--- src/rtl/free_list_mgr.sv ---
// Physical-register free list for the rename stage: a free bitmap with a
// lowest-index allocator, two release ports, flush, a free count and a sticky error flag.
module free_list_mgr #(
  parameter int SIZE      = 64,
  parameter int IDX_W     = $clog2(SIZE),
  parameter int INIT_USED = 32
) (
  input  logic             clk,
  input  logic             rst,
  output logic             alloc_valid,
  output logic [IDX_W-1:0] alloc_idx,
  input  logic             alloc_take,
  input  logic             rel_valid0,
  input  logic [IDX_W-1:0] rel_idx0,
  input  logic             rel_valid1,
  input  logic [IDX_W-1:0] rel_idx1,
  input  logic             flush,
  output logic [IDX_W:0]   free_cnt,
  output logic             err
);

  localparam logic [IDX_W:0] INIT_FREE = (IDX_W+1)'(SIZE - INIT_USED);

  logic [SIZE-1:0] bitmap_reg, bitmap_next;
  logic [SIZE-1:0] init_map, hit0_vec, hit1_vec, take_vec;
  logic [IDX_W:0]  free_cnt_reg, free_cnt_next;
  logic            err_reg, err_next;
  logic            take, new0, new1, dup0, dup1, oor0, oor1, same_idx;

  // Per-entry decode. An index >= SIZE never matches any entry, so such a
  // release drops out of the bitmap update on its own.
  genvar gi;
  generate
    for (gi = 0; gi < SIZE; gi++) begin : g_bit
      assign init_map[gi] = (gi >= INIT_USED);
      assign hit0_vec[gi] = rel_valid0 && (rel_idx0 == IDX_W'(gi));
      assign hit1_vec[gi] = rel_valid1 && (rel_idx1 == IDX_W'(gi));
      assign take_vec[gi] = take && (alloc_idx == IDX_W'(gi));
      // A release only sets a bit that was 0, so a release aimed at the
      // entry being taken this cycle cannot resurrect it.
      assign bitmap_next[gi] = flush ? init_map[gi]
                             : (bitmap_reg[gi] & ~take_vec[gi])
                             | (~bitmap_reg[gi] & (hit0_vec[gi] | hit1_vec[gi]));
    end
  endgenerate

  // Lowest set bit wins; scanning downward lets the last hit be the lowest.
  always_comb begin
    alloc_idx = '0;
    for (int i = SIZE - 1; i >= 0; i--) begin
      if (bitmap_reg[i]) alloc_idx = IDX_W'(i);
    end
  end

  assign alloc_valid = (free_cnt_reg != '0);
  assign take        = alloc_take & alloc_valid;

  // Port 1 yields to port 0 on an equal index so the entry is counted once.
  assign new0     = |(~bitmap_reg & hit0_vec);
  assign new1     = |(~bitmap_reg & hit1_vec & ~hit0_vec);
  assign dup0     = |(bitmap_reg & hit0_vec);
  assign dup1     = |(bitmap_reg & hit1_vec);
  assign oor0     = rel_valid0 & ~(|hit0_vec);
  assign oor1     = rel_valid1 & ~(|hit1_vec);
  assign same_idx = rel_valid0 & rel_valid1 & (rel_idx0 == rel_idx1);

  always_comb begin
    if (flush) begin
      free_cnt_next = INIT_FREE;
    end else begin
      free_cnt_next = free_cnt_reg - (IDX_W+1)'(take)
                    + (IDX_W+1)'(new0) + (IDX_W+1)'(new1);
    end
  end

  // A flush discards the cycle's take and releases, including their error checks.
  assign err_next = err_reg | (~flush & ((alloc_take & ~alloc_valid)
                                         | dup0 | dup1 | oor0 | oor1 | same_idx));

  always_ff @(posedge clk or posedge rst) begin
    if (rst) begin
      bitmap_reg   <= init_map;
      free_cnt_reg <= INIT_FREE;
      err_reg      <= 1'b0;
    end else begin
      bitmap_reg   <= bitmap_next;
      free_cnt_reg <= free_cnt_next;
      err_reg      <= err_next;
    end
  end

  assign free_cnt = free_cnt_reg;
  assign err      = err_reg;

endmodule
--- config.mk ---
export PLATFORM = sky130hd
export DESIGN_NAME = free_list_mgr
export DESIGN_NICKNAME = d
export VERILOG_FILES = /design/src/rtl/free_list_mgr.sv
export SDC_FILE = /design/constraint.sdc
export NUM_CORES = 1
export LEC_CHECK = 0
export CAP_MARGIN = 20
export CORE_MARGIN = 3
export CORE_UTILIZATION = 25
export CTS_BUF_LIST = sky130_fd_sc_hd__clkbuf_8
export DETAILED_ROUTE_END_ITERATION = 16
export REMOVE_ABC_BUFFERS = 1
export SLEW_MARGIN = 10
export SYNTH_ARGS = -nofsm -noshare
export SYNTH_HDL_FRONTEND = slang
export SYNTH_SLANG_ARGS = --single-unit
--- constraint.sdc ---
create_clock -name clk -period 4.2 [get_ports clk]
set_clock_uncertainty 0.1 [all_clocks]
set_input_delay 1.26 -clock clk [delete_from_list [all_inputs] [get_ports clk]]
set_output_delay 1.26 -clock clk [all_outputs]
set_load 0.01 [all_outputs]
* Word level (Yosys, flattened, before mapping) *
Index checks and enable logic that the tools add are counted.

word-level totals
  input bits = 18
  output and inout bits = 15
  register bits = 72
  word-level logic and storage cells = 935

operators by class
  bitwise operators = 408
  $add $sub $neg = 3
  equality and inequality tests = 190
  mux-type cells = 129
  reductions and logical operators = 202

operators by type and width
  kind                  count
  $eq A6 B6 Y1 const B  96
  $mux W6               64
  $reduce_or A64 Y1     6
  $and A64 B64 Y64      5
  $eq A6 B5 Y1 const B  48
  $logic_and A1 B1 Y1   192
  $eq A6 B4 Y1 const B  24
  $and A1 B1 Y1         135
  $or A1 B1 Y1          134
  $not A1 Y1            132
  $not A64 Y64          2
  $eq A6 B3 Y1 const B  12
  $mux W1               64
  $eq A6 B2 Y1 const B  6
  $eq A6 B1 Y1 const B  3
  $logic_not A6 Y1      3
  $add A7 B1 Y7         2
  $mux W7               1
  $reduce_bool A7 Y1    1
  $sub A7 B1 Y7         1
  $eq A6 B6 Y1          1

* Depth between registers and ports, before layout *
  depth in word-level cells = 70
  mapped depth = 19
  mapped depth without buffers = 17

* Least setup slack after synthesis *
OpenSTA, ideal clock, no wires.

  path type = input to register
  from = input port rel_valid0
  to = register free_cnt_reg[6], in the netlist free_cnt[6]
  buffers on the path = 3
  path slack = -438 ps
  data required time = 3962 ps
  stages on the path = 18
  data arrival time = 4400 ps
  setup time = 138 ps
  cell sequence = buf_2 or3b_1 clkbuf_1 clkbuf_1 nor3_1 nor4_1 nand4_1 nor4_1 ha_1 fa_1 fa_1 inv_1 a21oi_1 nor2_1 o21ai_0 a21oi_1 or3_1 a21oi_1

on the way
  word-level cells in the longest chain between the ends = 6
  elaborated cells between the ends (all ways) = 72
  classes of those cells = 2 x add/sub; 1 x mux; 3 x bitwise; 66 x reduce/logical

ends and longest elaborated chain
  item                                                   RTL line  text
  start: declaration                                     13        input logic rel_valid0,
  $logic_and A1 B1 Y1                                    36        assign hit0_vec[gi] = rel_valid0 && (rel_idx0 == IDX_W'(gi));
  $and A64 B64 Y64 or $not A64 Y64 (tied branches)       59, 60
  $reduce_or A64 Y1 or $and A64 B64 Y64 (tied branches)  59, 60
  $add A7 B1 Y7 or $reduce_or A64 Y1 (tied branches)     72, 60
  $add A7 B1 Y7 (*)                                      72        + (IDX_W+1)'(new0) + (IDX_W+1)'(new1);
  $mux W7 (*)                                            68        if (flush) begin
  net free_cnt_next[6]                                   26        logic [IDX_W:0] free_cnt_reg, free_cnt_next;
  end signal: assignment                                 87        free_cnt_reg <= free_cnt_next;
  end: declaration                                       26

Mark *: on every way through the listed nets, which the timed path passes. The rest lies on a longest branch.

* Worst setup path in the final report *
  from = input port rel_idx0[1]
  to = register free_cnt_reg[6], in the netlist free_cnt[6]

on the way
  word-level cells in the longest chain between the ends = 7
  elaborated cells between the ends (all ways) = 136
  classes of those cells = 2 x add/sub; 63 x eq/ne; 1 x mux; 3 x bitwise; 67 x reduce/logical

ends and longest elaborated chain
  item                                                   RTL line  text
  start: declaration                                     14        input logic [IDX_W-1:0] rel_idx0,
  $eq A6 B1 Y1 (tied with other cells)                   36
  $logic_and A1 B1 Y1                                    36
  $and A64 B64 Y64 or $not A64 Y64 (tied branches)       59, 60
  $reduce_or A64 Y1 or $and A64 B64 Y64 (tied branches)  59, 60
  $add A7 B1 Y7 or $reduce_or A64 Y1 (tied branches)     72, 60
  $add A7 B1 Y7 (*)                                      72
  $mux W7 (*)                                            68
  net free_cnt_next[6]                                   26

Marked as above.

==> run summary <==
unrepaired setup endpoints after global routing -> true
Final Hold Vio Count -> 0
synth unique cells -> 89
r2r setup slk -> 300 ps
nets -> 1356
launch point of the worst reg-to-reg path -> bitmap_reg[5]
vias post-DR -> 11000
starting density of the core -> 0.2573
Yosys reg bits -> 72
VDD IR max -> 0.2041 mV
Mapped Cells -> 1037
crit share post-route -> 1.107
WL final -> 57.23 mm
post-synthesis async set-or-reset flop share -> 1.000
I/O pin count -> 33
total number of clock tree sinks -> 72
final setup violating endpoints -> 5
Bufs on Longest Clock Path -> 2
core region area -> 30110 um2
Largest register FFs -> 64
GR Overflow Total -> 0
wire per inst -> 33.20 um
Detail Placement HPWL -> 44.76 mm
reg2reg end -> free_cnt[6]
CP max FO -> 6
drt first-iter violations -> 1638
PnR worst setup slack -> -449.6 ps
fin crit period -> 4650 ps
YS warnings -> 0
first-pass GRT wire length -> 79.03 mm
Crit path depth -> 19
Lkg Pwr -> 4.840 nW
worst reg-to-reg path cell count -> 14
CTS Buf Count -> 9
Mean Syn Cell Area -> 7.471 um2
CTS hold repair buffers -> 0
worst hold start -> bitmap_reg[54]
Total GRT Usage -> 0.3319
Clk pin slew, worst setup/hold paths -> 100 ps
Worst-Margin Slew -> 692.7 ps
post-route ant nets -> 0
WP data required -> 4420 ps
max cap viols -> 0
CP Buf/Inv Count -> 4
drt pass-1 iters -> 8
synthesized cell area -> 7747 um2
FP Rows -> 63
status -> finished with violations
Max Slew Vio Count -> 0
Setup TNS -> -1261 ps
Crit path top cell by count -> a21oi_2
CP Data Arrival Time -> 4870 ps
Skew-Pair Late Insertion Delay -> 390 ps
via/cell ratio -> 6.381
WS Path Type -> in2reg
ys flop type -> dfrtp_1
H-Tree Depth -> 3
number of enable flip-flop cells after synthesis -> 0
failing checks -> negative setup slack
sequential share of the synthesized area -> 0.2379
Worst Setup End Kind -> flip-flop
Buffers on Ports -> 32
CTS tree -> built
DP Cell Count -> 1673
Max-slew headroom -> 0.5365
Hold Path End -> bitmap_reg[54]
GP Congestion -> 1.116
die area -> 33140 um2
maximum clock rate -> 215.1 MHz
crit-path cells -> buf_6, buf_12, or4_4, buf_6, o211ai_1, o21ai_1, a2111oi_2, o22ai_2, a211oi_4, and3_4, fa_2, fa_2, inv_2, a21oi_2, nor2_2, o21ai_2, a21oi_2, or3_4, a21oi_2
chip height -> 182.0 um
Die W -> 182.0 um
crit-path leading delay family -> compound AO/OA/AOI/OAI gates
CTS root buffer -> clkbuf_8
cell area power density -> 229.5 nW/um2
Place WS -> -1771 ps
initial antenna violation count -> 2
post-route DRC violation count -> 0
pin count of the biggest net entering global routing -> 73
crit path max-delay cell type -> or4_4
crit-path max cell delay -> 530 ps
Area growth syn-to-layout -> 56.65%
vias in the first global route -> 10515
Non-Filler Instances -> 1724
layout cell share with drive strength beyond 1 -> 0.4509
Worst setup SP type -> input port
hold crit path type -> reg2reg
Worst Hold Path Cells -> 1
-- metal layers --
metal | routed length, um | track usage | vias to the layer above
met1 | 23080 | 0.4509 | 5402
li1 | - | - | 4581
met5 | 0 | 0 | -
met4 | 3469 | 0.1429 | 0
met3 | 6940 | 0.09095 | 197
met2 | 23740 | 0.4926 | 820
-- cell usage in the layout, fill, tap and decap left out, types with 24 or more instances in the layout --
master | Yosys | routed
a22oi_1 | 28 | 26
buf_6 | 6 | 32
nand2_1 | 43 | 35
nor4_1 | 48 | 30
nor2_1 | 105 | 84
dfstp_2 | 33 | 33
o22ai_1 | 31 | 24
a21oi_1 | 78 | 71
inv_1 | 36 | 34
nor3_1 | 50 | 39
dfrtp_1 | 39 | 38
a31oi_1 | 29 | 29
nand3_1 | 32 | 28
buf_4 | 6 | 338
-- cell type report --
class / count / area (um2)
Antenna cell: 1 / 2.502
Clock buffer: 9 / 123.9
Clock inverter: 7 / 77.57
Fill cell: 3142 / 17970
Inverter: 37 / 138.9
Multi-Input combinational cell: 793 / 5971
Sequential cell: 72 / 1844
Tap cell: 390 / 488.0
Timing Repair Buffer: 415 / 3491
-- worst reg2reg max path, stage by stage, from the launching register on --
cell	delay, ps
dfrtp_1	790
o22ai_1	220
a22oi_2	230
nand4_1	250
nor4_4	460
ha_4	270
fa_2	350
fa_2	390
inv_2	60
a21oi_2	50
nor2_2	130
o21ai_2	80
a21oi_2	170
or3_4	150
a21oi_2	60
-- per-stage QoR --
stage | total power [mW] | hold slack, ps | instance area [um2] | util
floorplan | 1.293 | 442.7 | 7129 | -
global placement | 1.917 | 490.1 | 10720 | 0.3559
detailed placement | 1.921 | 476.0 | 10720 | 0.3559
CTS | 2.631 | 496.6 | 11450 | 0.3802
global route | 2.877 | 515.0 | 12130 | 0.4030
finish | 2.785 | 531.9 | 12140 | 0.4031
-- cell families after synthesis --
group | share of synthesized area
xor gates and xnor gates | 0.01130
adders and majority gates | 0.01809
DFF | 0.2379
buffers and inverters | 0.09770
AOI/OAI and AO/OA | 0.3227
and+or+nand+nor | 0.3123
-- worst max-delay path by stage --
stage	from	endpoint	slack (ps)
2_1_floorplan	rel_idx0[5]	free_cnt[6]	-500
3_5_place_dp	rel_idx0[1]	free_cnt[6]	-1770
5_1_grt	rel_idx0[1]	free_cnt[6]	-540
4_1_cts	rel_idx0[1]	free_cnt[6]	-460
6_report	rel_idx0[1]	free_cnt[6]	-450
3_3_place_gp	rel_idx0[2]	free_cnt[6]	-1620
-- synthesized netlist by cell type, types with 15 or more instances --
cell type / number / share of area
nor2_1: 105 / 0.051
clkbuf_1: 88 / 0.043
a21oi_1: 78 / 0.050
nor3_1: 50 / 0.032
nor4_1: 48 / 0.039
nand2_1: 43 / 0.021
dfrtp_1: 39 / 0.13
inv_1: 36 / 0.017
dfstp_2: 33 / 0.11
nand3_1: 32 / 0.021
o22ai_1: 31 / 0.025
a31oi_1: 29 / 0.023
a22oi_1: 28 / 0.027
buf_2: 28 / 0.018
o21ai_0: 27 / 0.017
a211oi_1: 19 / 0.018
nand4_1: 16 / 0.013
a221oi_1: 15 / 0.017
and2_1: 15 / 0.012
-- what timing repair did --
item                       in CTS  in global routing
setup buffers                  18                 14
resized for setup             106                153
setup endpoints to repair      10                 10
gates cloned                    5                  1
pin swaps                      30                 38
-- power by group --
part	total [mW]	switching, mW	internal [mW]
clock network	0.642	0.361	0.281
registers	0.813	0.0679	0.745
logic	1.33	0.754	0.576
total	2.79	1.18	1.60
No activity file was read; power rests on OpenSTA's default activity.
